$ cat src/rtl/fifo_wr_arbiter_if.sv
// Write-port bundle between the requesters, the arbiter and the word-packing FIFO.
interface fifo_wr_arbiter_if #(
  parameter int unsigned N_REQ = 4,
  parameter int unsigned CW    = 7
);
  logic [N_REQ-1:0]     req_valid;
  logic [4*N_REQ-1:0]   req_size;
  logic [256*N_REQ-1:0] req_data;
  logic [N_REQ-1:0]     req_ready;
  logic [255:0]         fifo_data_o;
  logic [3:0]           fifo_size_o;
  logic                 fifo_we_o;
  logic                 rd_credit_i;
  logic [CW-1:0]        credit_o;
  logic [2:0]           grant_id_o;
  logic                 stall_o;
  logic                 credit_err_o;

  // Arbiter side
  modport master (
    input  req_valid, req_size, req_data, rd_credit_i,
    output req_ready, fifo_data_o, fifo_size_o, fifo_we_o,
           credit_o, grant_id_o, stall_o, credit_err_o
  );

  // Requester / FIFO side
  modport slave (
    output req_valid, req_size, req_data, rd_credit_i,
    input  req_ready, fifo_data_o, fifo_size_o, fifo_we_o,
           credit_o, grant_id_o, stall_o, credit_err_o
  );
endinterface

$ cat src/rtl/fifo_wr_arbiter.sv
// Credit-based round-robin write scheduler for the 256-bit word-packing FIFO.
module fifo_wr_arbiter #(
  parameter int unsigned N_REQ    = 4,
  parameter int unsigned CAPACITY = 64,
  parameter int unsigned CW       = 7
) (
  input logic              clk,
  input logic              reset_n,
  fifo_wr_arbiter_if.master bus
);
  localparam int unsigned IW = (N_REQ > 1) ? $clog2(N_REQ) : 1;
  localparam int unsigned NW = (CW > 5) ? CW : 5;
  localparam int unsigned SW = NW + 1;

  localparam logic [0:0] IDLE = 1'b0;
  localparam logic [0:0] WAIT = 1'b1;

  logic [0:0]    state, state_next;
  logic [IW-1:0] rr_ptr, lock, lock_next, cand, idx, acc_id;
  logic          found, accept;
  logic [4:0]    acc_need;
  logic [CW-1:0] credit;
  logic [SW-1:0] credit_sum;
  logic          over;
  logic          err;
  logic          stall;
  logic          fifo_we;
  logic [255:0]  fifo_data;
  logic [3:0]    fifo_size;
  logic [2:0]    grant_id;

  logic [4:0]    need_arr [N_REQ];
  logic [3:0]    size_arr [N_REQ];
  logic [255:0]  data_arr [N_REQ];

  // Burst length in words; a size field of zero encodes a full 16-word burst
  function automatic logic [4:0] need_of(input logic [3:0] sz);
    return (sz == 4'd0) ? 5'd16 : {1'b0, sz};
  endfunction

  // Unpack the flat requester buses into per-requester views
  always_comb begin
    for (int unsigned i = 0; i < N_REQ; i++) begin
      size_arr[i] = bus.req_size[4*i +: 4];
      need_arr[i] = need_of(bus.req_size[4*i +: 4]);
      data_arr[i] = bus.req_data[256*i +: 256];
    end
  end

  // Round-robin search for the first valid requester starting at rr_ptr
  always_comb begin
    found = 1'b0;
    cand  = '0;
    idx   = '0;
    for (int unsigned k = 0; k < N_REQ; k++) begin
      idx = IW'((32'(rr_ptr) + k) % N_REQ);
      if (!found && bus.req_valid[idx]) begin
        found = 1'b1;
        cand  = idx;
      end
    end
  end

  // Next-state and grant decode; WAIT holds the locked head to avoid starving long bursts
  always_comb begin
    state_next    = state;
    lock_next     = lock;
    bus.req_ready = '0;
    accept        = 1'b0;
    acc_id        = '0;
    acc_need      = '0;
    case (state)
      IDLE: begin
        if (found) begin
          if (NW'(credit) >= NW'(need_arr[cand])) begin
            bus.req_ready[cand] = 1'b1;
            accept              = 1'b1;
            acc_id              = cand;
            acc_need            = need_arr[cand];
          end else begin
            state_next = WAIT;
            lock_next  = cand;
          end
        end
      end
      WAIT: begin
        if (!bus.req_valid[lock]) begin
          state_next = IDLE;
        end else if (NW'(credit) >= NW'(need_arr[lock])) begin
          bus.req_ready[lock] = 1'b1;
          accept              = 1'b1;
          acc_id              = lock;
          acc_need            = need_arr[lock];
          state_next          = IDLE;
        end
      end
      default: state_next = IDLE;
    endcase
    if (!reset_n) begin
      bus.req_ready = '0;
      accept        = 1'b0;
    end
  end

  // Credit arithmetic: same-cycle spend and return both apply, returns saturate at capacity
  always_comb begin
    credit_sum = SW'(credit) - SW'(accept ? acc_need : 5'd0) + SW'(bus.rd_credit_i);
    over       = (credit_sum > SW'(CAPACITY));
  end

  // State, credit and registered FIFO write port
  always_ff @(posedge clk) begin
    if (!reset_n) begin
      state     <= IDLE;
      lock      <= '0;
      rr_ptr    <= '0;
      credit    <= CW'(CAPACITY);
      err       <= 1'b0;
      stall     <= 1'b0;
      fifo_we   <= 1'b0;
      fifo_data <= '0;
      fifo_size <= '0;
      grant_id  <= '0;
    end else begin
      state   <= state_next;
      lock    <= lock_next;
      stall   <= (state_next == WAIT);
      credit  <= over ? CW'(CAPACITY) : CW'(credit_sum);
      fifo_we <= accept;
      if (over) begin
        err <= 1'b1;
      end
      if (accept) begin
        fifo_data <= data_arr[acc_id];
        fifo_size <= size_arr[acc_id];
        grant_id  <= 3'(acc_id);
        rr_ptr    <= IW'((32'(acc_id) + 1) % N_REQ);
      end
    end
  end

  assign bus.fifo_data_o  = fifo_data;
  assign bus.fifo_size_o  = fifo_size;
  assign bus.fifo_we_o    = fifo_we;
  assign bus.credit_o     = credit;
  assign bus.grant_id_o   = grant_id;
  assign bus.stall_o      = stall;
  assign bus.credit_err_o = err;
endmodule

$ cat src/flat_wrapper.sv
// flat-port wrapper written by rule: the top's interface ports become plain ports
module fifo_wr_arbiter_flat 
#(
  parameter int unsigned N_REQ    = 4,
  parameter int unsigned CAPACITY = 64,
  parameter int unsigned CW       = 7
)
  (clk, reset_n, bus_req_valid, bus_req_size, bus_req_data, bus_rd_credit_i, bus_req_ready, bus_fifo_data_o, bus_fifo_size_o, bus_fifo_we_o, bus_credit_o, bus_grant_id_o, bus_stall_o, bus_credit_err_o);
  fifo_wr_arbiter_if #(.N_REQ(N_REQ), .CW(CW)) bus_i ();
  input logic clk;
  input logic reset_n;
  input wire logic [$bits(bus_i.req_valid)-1:0] bus_req_valid;
  input wire logic [$bits(bus_i.req_size)-1:0] bus_req_size;
  input wire logic [$bits(bus_i.req_data)-1:0] bus_req_data;
  input wire logic [$bits(bus_i.rd_credit_i)-1:0] bus_rd_credit_i;
  output wire logic [$bits(bus_i.req_ready)-1:0] bus_req_ready;
  output wire logic [$bits(bus_i.fifo_data_o)-1:0] bus_fifo_data_o;
  output wire logic [$bits(bus_i.fifo_size_o)-1:0] bus_fifo_size_o;
  output wire logic [$bits(bus_i.fifo_we_o)-1:0] bus_fifo_we_o;
  output wire logic [$bits(bus_i.credit_o)-1:0] bus_credit_o;
  output wire logic [$bits(bus_i.grant_id_o)-1:0] bus_grant_id_o;
  output wire logic [$bits(bus_i.stall_o)-1:0] bus_stall_o;
  output wire logic [$bits(bus_i.credit_err_o)-1:0] bus_credit_err_o;
  assign bus_i.req_valid = bus_req_valid;
  assign bus_i.req_size = bus_req_size;
  assign bus_i.req_data = bus_req_data;
  assign bus_i.rd_credit_i = bus_rd_credit_i;
  assign bus_req_ready = bus_i.req_ready;
  assign bus_fifo_data_o = bus_i.fifo_data_o;
  assign bus_fifo_size_o = bus_i.fifo_size_o;
  assign bus_fifo_we_o = bus_i.fifo_we_o;
  assign bus_credit_o = bus_i.credit_o;
  assign bus_grant_id_o = bus_i.grant_id_o;
  assign bus_stall_o = bus_i.stall_o;
  assign bus_credit_err_o = bus_i.credit_err_o;
  fifo_wr_arbiter #(.N_REQ(N_REQ), .CAPACITY(CAPACITY), .CW(CW)) u_core (.clk(clk), .reset_n(reset_n), .bus(bus_i));
endmodule
$ cat config.mk
export PLATFORM = sky130hd
export DESIGN_NAME = fifo_wr_arbiter_flat
export DESIGN_NICKNAME = d
export VERILOG_FILES = /design/src/rtl/fifo_wr_arbiter_if.sv /design/src/rtl/fifo_wr_arbiter.sv /design/src/flat_wrapper.sv
export SDC_FILE = /design/constraint.sdc
export NUM_CORES = 1
export LEC_CHECK = 0
export CAP_MARGIN = 5
export CORE_AREA = 3 3 519 521
export DETAILED_ROUTE_END_ITERATION = 12
export DIE_AREA = 0 0 522 524
export GPL_ROUTABILITY_DRIVEN = 0
export HOLD_SLACK_MARGIN = 0.08
export PLACE_DENSITY_LB_ADDON = 0.15
export SETUP_SLACK_MARGIN = 0.2
export SLEW_MARGIN = 20
export SYNTH_ARGS = -nofsm -noshare
export SYNTH_HDL_FRONTEND = slang
export SYNTH_SLANG_ARGS = --single-unit
$ cat constraint.sdc
create_clock -name clk -period 5.52 [get_ports clk]
set_clock_uncertainty 0.15 [all_clocks]
set_input_delay 1.104 -clock clk [delete_from_list [all_inputs] [get_ports clk]]
set_output_delay 1.104 -clock clk [all_outputs]
set_load 0.05 [all_outputs]
# After elaboration in Yosys (flattened, before gate mapping)
# Cells that the tools add are included.
# totals
regBits	276
latch_bits	0
ram_bits	0
romBits	0
inputBits	1047
out_inout_bits	277
word_cells	115
mem_count	0
# classes
addsub	6
multipliers	0
div_mod_pow	0
n_lt_le_gt_ge	14
eq_ne	0
shift	0
n_mux	66
bitwise_logic	6
n_reduce_logical	14
# ops
op	n
$bmux 256 s2	1
$mux 256	2
$mux 5	13
$mux 4	7
$bmux 5 s2	2
$mux 1	20
$lt 2x3->1 const B	6
$logic_not 4->1	4
$mux 2	8
$ge 7x5->1	2
$bmux 1 s2	5
$pmux 5 s2	1
$ge 3x3->1 const B	3
$not 2->3	3
$add 8x1->8	1
$bmux 4 s2	1
$gt 8x7->1 const B	1
$pmux 4 s2	1
$sub 7x8->8	1
$logic_and 1x1->1	5
$add 2x1->2 const B	2
$add 2x2->2 const B	2
$demux 1 s2	2
$ge 2x1->1 const B	2
other kinds (6)	11

# Logic depth before layout (Yosys ltp)
# logic_depth
depth_word	26
mapped_depth	26
ltp_nobuf	24

# Worst setup path before layout
# Ideal clock, no wire load.
# synth_path
path_kind	in2reg
startpoint	input port bus_req_valid[0]
endpoint	register u_core.err, in the netlist u_core.bus.credit_err_o
setup_ps	115
t_arrival_ps	5493
t_required_ps	5255
slack_ps	-238
cell_stages	25
n_path_buf	1
path_cell_list	a21o_1 a21boi_1 o21ai_1 mux2i_1 mux2_2 ha_1 nand3_1 o21bai_1 a31oi_1 or2_2 clkbuf_1 a32oi_1 nor2_1 ha_1 inv_1 ha_1 inv_1 fa_1 inv_1 a21o_1 a21oi_1 o21ai_0 xor2_1 o21ai_0 o21a_1
# synth_via
elab_chain_cells	25
word_cells_on_any_way	42
# synth_lines
item	line_no	source
start: declaration	flat_wrapper.sv:12	input wire logic [$bits(bus_i.req_valid)-1:0] bus_req_valid;
$bmux 1 s2	fifo_wr_arbiter.sv:57	if (!found && bus.req_valid[idx]) begin
$mux 1 (implied by the code)	fifo_wr_arbiter.sv:57	
$mux 1	fifo_wr_arbiter.sv:57	
$logic_not 1->1	fifo_wr_arbiter.sv:57	
$logic_and 1x1->1	fifo_wr_arbiter.sv:57	
$mux 1	fifo_wr_arbiter.sv:57	
$logic_not 1->1	fifo_wr_arbiter.sv:57	
$logic_and 1x1->1	fifo_wr_arbiter.sv:57	
[... 9 more ...]	-	
$mux 1	fifo_wr_arbiter.sv:75	if (NW'(credit) >= NW'(need_arr[cand])) begin
$mux 1	fifo_wr_arbiter.sv:74	if (found) begin
$pmux 1 s2	fifo_wr_arbiter.sv:72	case (state)
$mux 1	fifo_wr_arbiter.sv:99	if (!reset_n) begin
$mux 5 (*)	fifo_wr_arbiter.sv:107	credit_sum = SW'(credit) - SW'(accept ? acc_need : 5'd0) + SW'(bus.rd_credit_i);
$sub 7x8->8 (*)	fifo_wr_arbiter.sv:107	
$add 8x1->8 (*)	fifo_wr_arbiter.sv:107	
$gt 8x7->1 (*)	fifo_wr_arbiter.sv:108	over = (credit_sum > SW'(CAPACITY));
end signal: assignment	fifo_wr_arbiter.sv:118	err <= 1'b0;
end signal: assignment	fifo_wr_arbiter.sv:131	err <= 1'b1;
end: declaration	fifo_wr_arbiter.sv:25	logic err;
# Every way passes the cells marked *; elsewhere a longest branch is shown, timed or not. The select of a mux whose other input is x is not followed.
# A chain may end at the register's enable or synchronous reset.

# Worst setup path after layout
# layout_path
startpoint	input port bus_req_size[12]
endpoint	output port bus_req_ready[2]
# layout_via
elab_chain_cells	10
word_cells_on_any_way	16
# layout_lines
item	line_no	source
start: declaration	flat_wrapper.sv:13	input wire logic [$bits(bus_i.req_size)-1:0] bus_req_size;
$logic_not 4->1	fifo_wr_arbiter.sv:38	return (sz == 4'd0) ? 5'd16 : {1'b0, sz};
$mux 5 (*)	fifo_wr_arbiter.sv:38	
$bmux 5 s2, on equally long branches	fifo_wr_arbiter.sv:89, fifo_wr_arbiter.sv:75	
$mux 5, on equally long branches (2 in series)	fifo_wr_arbiter.sv:89, fifo_wr_arbiter.sv:75	
$ge 7x5->1, on equally long branches	fifo_wr_arbiter.sv:89, fifo_wr_arbiter.sv:75	
$mux 4, on equally long branches	fifo_wr_arbiter.sv:89, fifo_wr_arbiter.sv:75	
$mux 4, on equally long branches	fifo_wr_arbiter.sv:87, fifo_wr_arbiter.sv:74	
$pmux 4 s2 (*)	fifo_wr_arbiter.sv:72	
$mux 4 (*)	fifo_wr_arbiter.sv:99	
end: declaration	flat_wrapper.sv:16	output wire logic [$bits(bus_i.req_ready)-1:0] bus_req_ready;
# Marks and branches as above.

==> impl_metrics.py <==
metrics = {
    "yosys": {
        "ys_seq_area_share_pct": 30.3,
        "synth_nets": 3370,
        "netlist_area_mm2": 0.0182,
        "ys.flop_type": "dfxtp_1",
        "avgSynthCellArea_um2": 7.94,
        "ys_ff_latch": 276,
        "ys_warn_count": 0,
        "synth_edf_count": 0,
        "yosysTopAreaCellShare_pct": 30.3,
        "netlist_top_cells_count": "513 x a211oi_1, 513 x and3_1, 276 x dfxtp_1, 273 x nand2_1, 257 x o31ai_1",
        "netlist_instances": 2298,
        "synth_top_cell_by_area": "dfxtp_1",
        "yosysUniqueCellTypes": 55,
        "synthArstFlopShare_pct": 0,
        "ys_top_cells_by_area": "dfxtp_1 30%, a211oi_1 21%, and3_1 18%",
    },
    "critical_path": {
        "arrival_ns": 4.07,
        "startpoint_type": "input port",
        "path_class": "in -> out",
        "endpoint_kind": "output pin",
        "max_stage_delay_ns": 0.38,
        "crit_buf_inv": 4,
        "worstPathRequired_ns": 4.27,
        "path_cells": "dlygate4sd2_1 -> nor4_4 -> buf_4 -> mux2i_1 -> mux2_4 -> ha_4 -> nand3_4 -> o41ai_4 -> o21ai_2 -> buf_4 -> or3_4 -> o31ai_4 -> and2_4 -> buf_12",
        "worstPathMaxFanout": 3,
        "cp_common_cell": "buf_4",
        "critical_path.top_delay_family": "simple AND/OR/NAND/NOR gates",
        "crit_slowest_cell": "o41ai_4",
    },
    "sta": {
        "maxSlewViolCount": 0,
        "finalHoldViolCount": 0,
        "max_freq_mhz": 188,
        "relSlewSlack_pct": 34.9,
        "setup_slack_ns": 0.194,
        "worstMarginPinSlew_ns": 0.974,
        "fin_crit_ns": 5.33,
        "period_share_pct": 96.5,
        "rsz0062_at_grt": "true",
        "whs_ns": 0.297,
        "finalSetupViolations": 0,
        "fin_tns_setup_ns": 0,
    },
    "clock_tree": {
        "clockRootBuffer": "clkbuf_16",
        "cts_buffer_depth": 3,
        "insertion_delay_ns": 0.64,
        "clkSinkCount": 276,
        "cts_hold_buf": 0,
        "clk_pin_slew_ns": 0.06,
        "cts_buffers": 47,
        "htreeDepth": 2,
        "cts_tree": "done",
    },
    "power_and_ir_drop": {
        "ir_worst_vdd_mv": 0.254,
        "cellPowerDensity_mw_per_mm2": 538,
        "p_leak_nw": 14.3,
        "power_mw": 21.4,
    },
    "floorplan": {
        "row_count": 189,
        "coreArea_mm2": 0.265,
        "dieArea_mm2": 0.274,
        "dieWidth_um": 522,
        "boundaryPins": 1324,
        "initial_core_util_pct": 6.88,
        "die_y_um": 524,
    },
    "placed_design": {
        "dpl_worst_slack_ns": -0.759,
        "post-place-cells": 7171,
        "dpl_cell_area_mm2": 0.0377,
        "port_buffers": 1322,
        "hpwlAfterDp_um": 171000,
    },
    "route": {
        "drc_errors": 0,
        "ant_nets": 0,
        "num_vias": 25400,
        "drt_pre_antenna_iters": 5,
        "drt_iter0_drc": 1161,
        "avgRoutedWirePerCell_um": 27.8,
        "postRouteWirelength_um": 203000,
        "viasPerCell": 3.49,
    },
    "grt": {
        "grt_pass1_vias": 26900,
        "grt-ovfl-total": 0,
        "grt_pass1_wl_um": 262000,
        "grt_max_degree": 93,
        "antenna_found_initial": 144,
        "track_usage_pct": 14.1,
    },
    "cells_and_area": {
        "instances_no_fill": 7290,
        "fin_nets": 4776,
        "stdcell_area_mm2": 0.0399,
        "syn2layout_area_growth_pct": 119,
        "finish.utilization_pct": 15.0,
        "layout-drive-gt1-share_pct": 12.6,
    },
    "run_status": {
        "status": "finished clean",
    },
    "run": {
        "drv_cap": 0,
    },
    "hold_path": {
        "min_path_type": "reg -> reg",
    },
}
## flip-flops by register name, summed over array words and instances (netlist names)
name                     count
u_core.bus.fifo_data_o     256
u_core.bus.credit_o          7
u_core.bus.fifo_size_o       4
u_core.bus.grant_id_o        2
u_core.lock                  2
u_core.rr_ptr                2
u_core.bus.credit_err_o      1
u_core.bus.fifo_we_o         1
u_core.state                 1
## layout make-up
type,count,area (um^2)
clock inverter,9,143
clock buffer,75,1440
tap,3533,4420
fill,30200,225000
multi-input combinational,1714,11800
sequential,276,5530
antenna,18,45.0
inverter,18,67.6
timing repair buffer,1647,16400
## where the power goes
| group | internal [mW] | switching (mW) | leakage, nW | total (mW) |
|---|---|---|---|---|
| registers | 2.99 | 0.654 | 2.29 | 3.64 |
| clock network | 1.92 | 1.32 | 0.778 | 3.23 |
| logic | 5.47 | 9.09 | 11.3 | 14.6 |
| total | 10.4 | 11.1 | 14.3 | 21.4 |
## cells in the final DEF, fill, tap and decap left out, types with 3 or more instances in the layout
cell type           n
nand2_1           271
dlygate4sd2_1      15
o21ai_2             3
clkdlybuf4s50_1  1298
o21a_1              4
nor2_1             14
nor2_2              4
bufinv_16           3
mux2_4              5
a22o_1              3
buf_4             265
xor2_1              4
and3_1            512
mux2i_1            12
dfxtp_1           276
ha_4                5
clkbuf_8           14
a21o_1              3
nor3_1              3
diode_2            18
buf_6               7
inv_1              18
nand3_1             4
o31ai_1           256
buf_12             57
a211oi_1          512
clkbuf_16          48
clkbuf_1           13
o22ai_1             3
ha_1               19
nor4_4              4
a21oi_1            11
mux4_2              5
## final timing paths
check / start / to / slack [ns] / cells past startpoint
max: bus_req_size[12] / bus_req_ready[2] / 0.19 / 14
min: u_core.bus.fifo_data_o[97] / u_core.bus.fifo_data_o[97] / 0.30 / 2
max reg2reg: u_core.rr_ptr[0] / u_core.bus.credit_err_o / 0.55 / 26
min reg2reg: u_core.bus.fifo_data_o[97] / u_core.bus.fifo_data_o[97] / 0.30 / 2
## what timing repair did
| item | CTS | global route |
|---|---|---|
| gates resized for setup | 63 | 44 |
| pin swaps | 15 | 19 |
| endpoints found under the setup margin | 12 | 12 |
| setup buffers | 11 | 6 |
## logic make-up after synthesis
family | after synthesis | share of synthesized area, %
and+or+nand+nor | 832 | 24.6
AOI/OAI and AO/OA | 824 | 33.9
buffers and inverters | 308 | 7.33
DFF | 276 | 30.3
muxes | 26 | 1.81
adders and majority gates | 25 | 1.76
xor gates and xnor gates | 6 | 0.288
other | 1 | 0.0206
## worst min-delay path: stages, from the launching register on
cell and delay, ns:
dfxtp_1 0.32, nand2_1 0.05, o31ai_1 0.05
## per-layer routing
layer,part of all wire [%],GRT usage (%)
met3,10,6.16
met2,48,24.6
met1,39,15.9
met5,0.32,0
met4,1.9,2.37
Note: power is estimated with default switching activity, not from simulation.
==> variant, RTL diff (same settings) <==
Make the reset (`reset_n`) asynchronous in one clocked block.
--- a/src/rtl/fifo_wr_arbiter.sv
+++ b/src/rtl/fifo_wr_arbiter.sv
@@ -110,5 +110,5 @@
 
   // State, credit and registered FIFO write port
-  always_ff @(posedge clk) begin
+  always_ff @(posedge clk or negedge reset_n) begin
     if (!reset_n) begin
       state     <= IDLE;
Check against the original RTL: not settled (the Yosys comparison gave no result); the edit may change what the design does.
==> variant against the original RTL <==
  * Core utilization fell by 0.47 points
  * Sequential cell count did not move
  * The flow now finishes with violations (setup timing)
  * Worst setup slack got worse by 0.23 ns
  * Design area fell by 3.1%
  * Area after synthesis fell by 3.0%
  * Wire length fell by 3.1%
  * Total power rose by 6.2%
  * Critical path type is now in -> reg
  * Highest routed layer unchanged
  * Register-to-register slack got worse by 0.37 ns
==> variant: results (changes against the original RTL) <==
- Status: finished, violations left (was complete, no violations)
- Failing checks: setup timing
- Slew HR: 24.26% (was 34.89%)
- Overall Global Routing Usage: 13.56% (was 14.07%)
- R2r endpoint: u_core.bus.credit_err_o (unchanged)
- Critical R2R Launch: u_core.rr_ptr[1] (was u_core.rr_ptr[0])
- XOR/XNOR Fraction of Synth Area: 0.1980% (was 0.2881%)
- Setup violators final: 4 (was 0)
- Hold Path Sink: u_core.bus.fifo_data_o[38] (was u_core.bus.fifo_data_o[97])
- Worst Setup SP: bus_req_size[9] (was bus_req_size[12])
- Crit path largest cell delay: 0.56 ns (was 0.38 ns)
- First-pass GRT wire length: 242500 um (was 262200 um)
- Drt wl/cell: 29.27 um (was 27.84 um)
- Adder-Cell Fraction of Synth Area: 1.811% (was 1.756%)
- Worst Setup Slack, final: -0.03114 ns (was 0.1942 ns)
- Largest net degree at the start of global routing: 123 (was 93)
- Mux share of post-synthesis cell area: 30.49% (was 1.811%)
- VDD IR max: 0.0003418 V (was 0.0002538 V)
- Via density: 3.139 (was 3.490)
- Placed Area: 36370 um^2 (was 37700 um^2)
- CTS Buf Count: 46 (was 47)
- Placed cells: 6572 (was 7171)
- DR WL met2: 95520 um (was 98100 um)
- GRT met1 Usage: 14.50% (was 15.92%)
- Initial antenna violation count: 202 (was 144)
- Cells after synthesis: 1659 (was 2298)
- Crit path arrival time: 5.90 ns (was 4.07 ns)
- Met3 WL post-DR: 23000 um (was 20810 um)
- Final-layout fill cell count: 29.93k (was 30.22k)
- Ratio of cells with drive above 1 in the final layout: 13.01% (was 12.62%)
- Count of different cell masters after synthesis: 60 (was 55)
- Synth async-reset ratio: 100.0% (was 0%)
- Primary FF master, synth: dfrtp_1 (was dfxtp_1)
- R2R depth: 22 (was 26)
- Vias in the first global route: 22.13k (was 26.87k)
- Post-synth top cells: 523 x mux2i_1, 283 x nand2_1, 275 x dfrtp_1 (was 513 x a211oi_1, 513 x and3_1, 276 x dfxtp_1)
- Detailed Route Iter0 Violations: 1003 (was 1161)
- Post-route setup TNS: -0.1034 ns (was 0 ns)
- Post-DP HPWL: 166600 um (was 170700 um)
- Area contributors post-synth: dfrtp_1 39%, mux2i_1 30%, o221ai_1 13% (was dfxtp_1 30%, a211oi_1 21%, and3_1 18%)
- Leakage: 0.01448 uW (was 0.01435 uW)
- Final Hold Slack: 0.3320 ns (was 0.2975 ns)
- Cells resized by post-CTS repair: 67 (was 63)
- Cell count along the critical path: 23 (was 14)
- Final #Nets: 4182 (was 4776)
- Flop2flop setup slack: 0.18 ns (was 0.55 ns)
- Met3 Usage GRT: 7.304% (was 6.157%)
- CP top delay family: compound AO/OA/AOI/OAI gates (was simple AND/OR/NAND/NOR gates)
- Min-Delay Startpoint: u_core.bus.fifo_data_o[38] (was u_core.bus.fifo_data_o[97])
- Sequential element share of the synthesized area: 39.05% (was 30.29%)
- Met1 WL: 72340 um (was 79450 um)
- Hold WC Path Type: reg -> reg (unchanged)
==> variant: changes by cell type after synthesis, moves of 103 or more <==
cell | before | now
o221ai_1 | 1 | 255
mux2i_1 | 15 | 523
and3_1 | 513 | 1
o31ai_1 | 257 | 3
clkbuf_1 | 156 | 53
dfrtp_1 | 0 | 275
a211oi_1 | 513 | 2
dfxtp_1 | 276 | 0
==> variant: worst min-delay path: stages (launching register included) <==
cell and delay [ns]:
dfrtp_1 0.34, nand2_1 0.05, o221ai_1 0.06
==> variant: power breakdown <==
part	internal [uW]	switching [uW]	leakage (uW)	total, uW
registers	3080	712	0.00337	3790
logic	6160	9690	0.0104	15900
clock network	1830	1300	0.000745	3130
total	11100	11700	0.0145	22800
==> variant: cell type report <==
class,instances,area share [%]
Timing Repair Buffer,1553,39.26
Antenna cell,45,0.2915
Sequential cell,276,17.89
Clock inverter,13,0.4341
Multi-Input combinational cell,1214,26.98
Tap cell,3533,11.44
Inverter,19,0.1911
Clock buffer,69,3.518
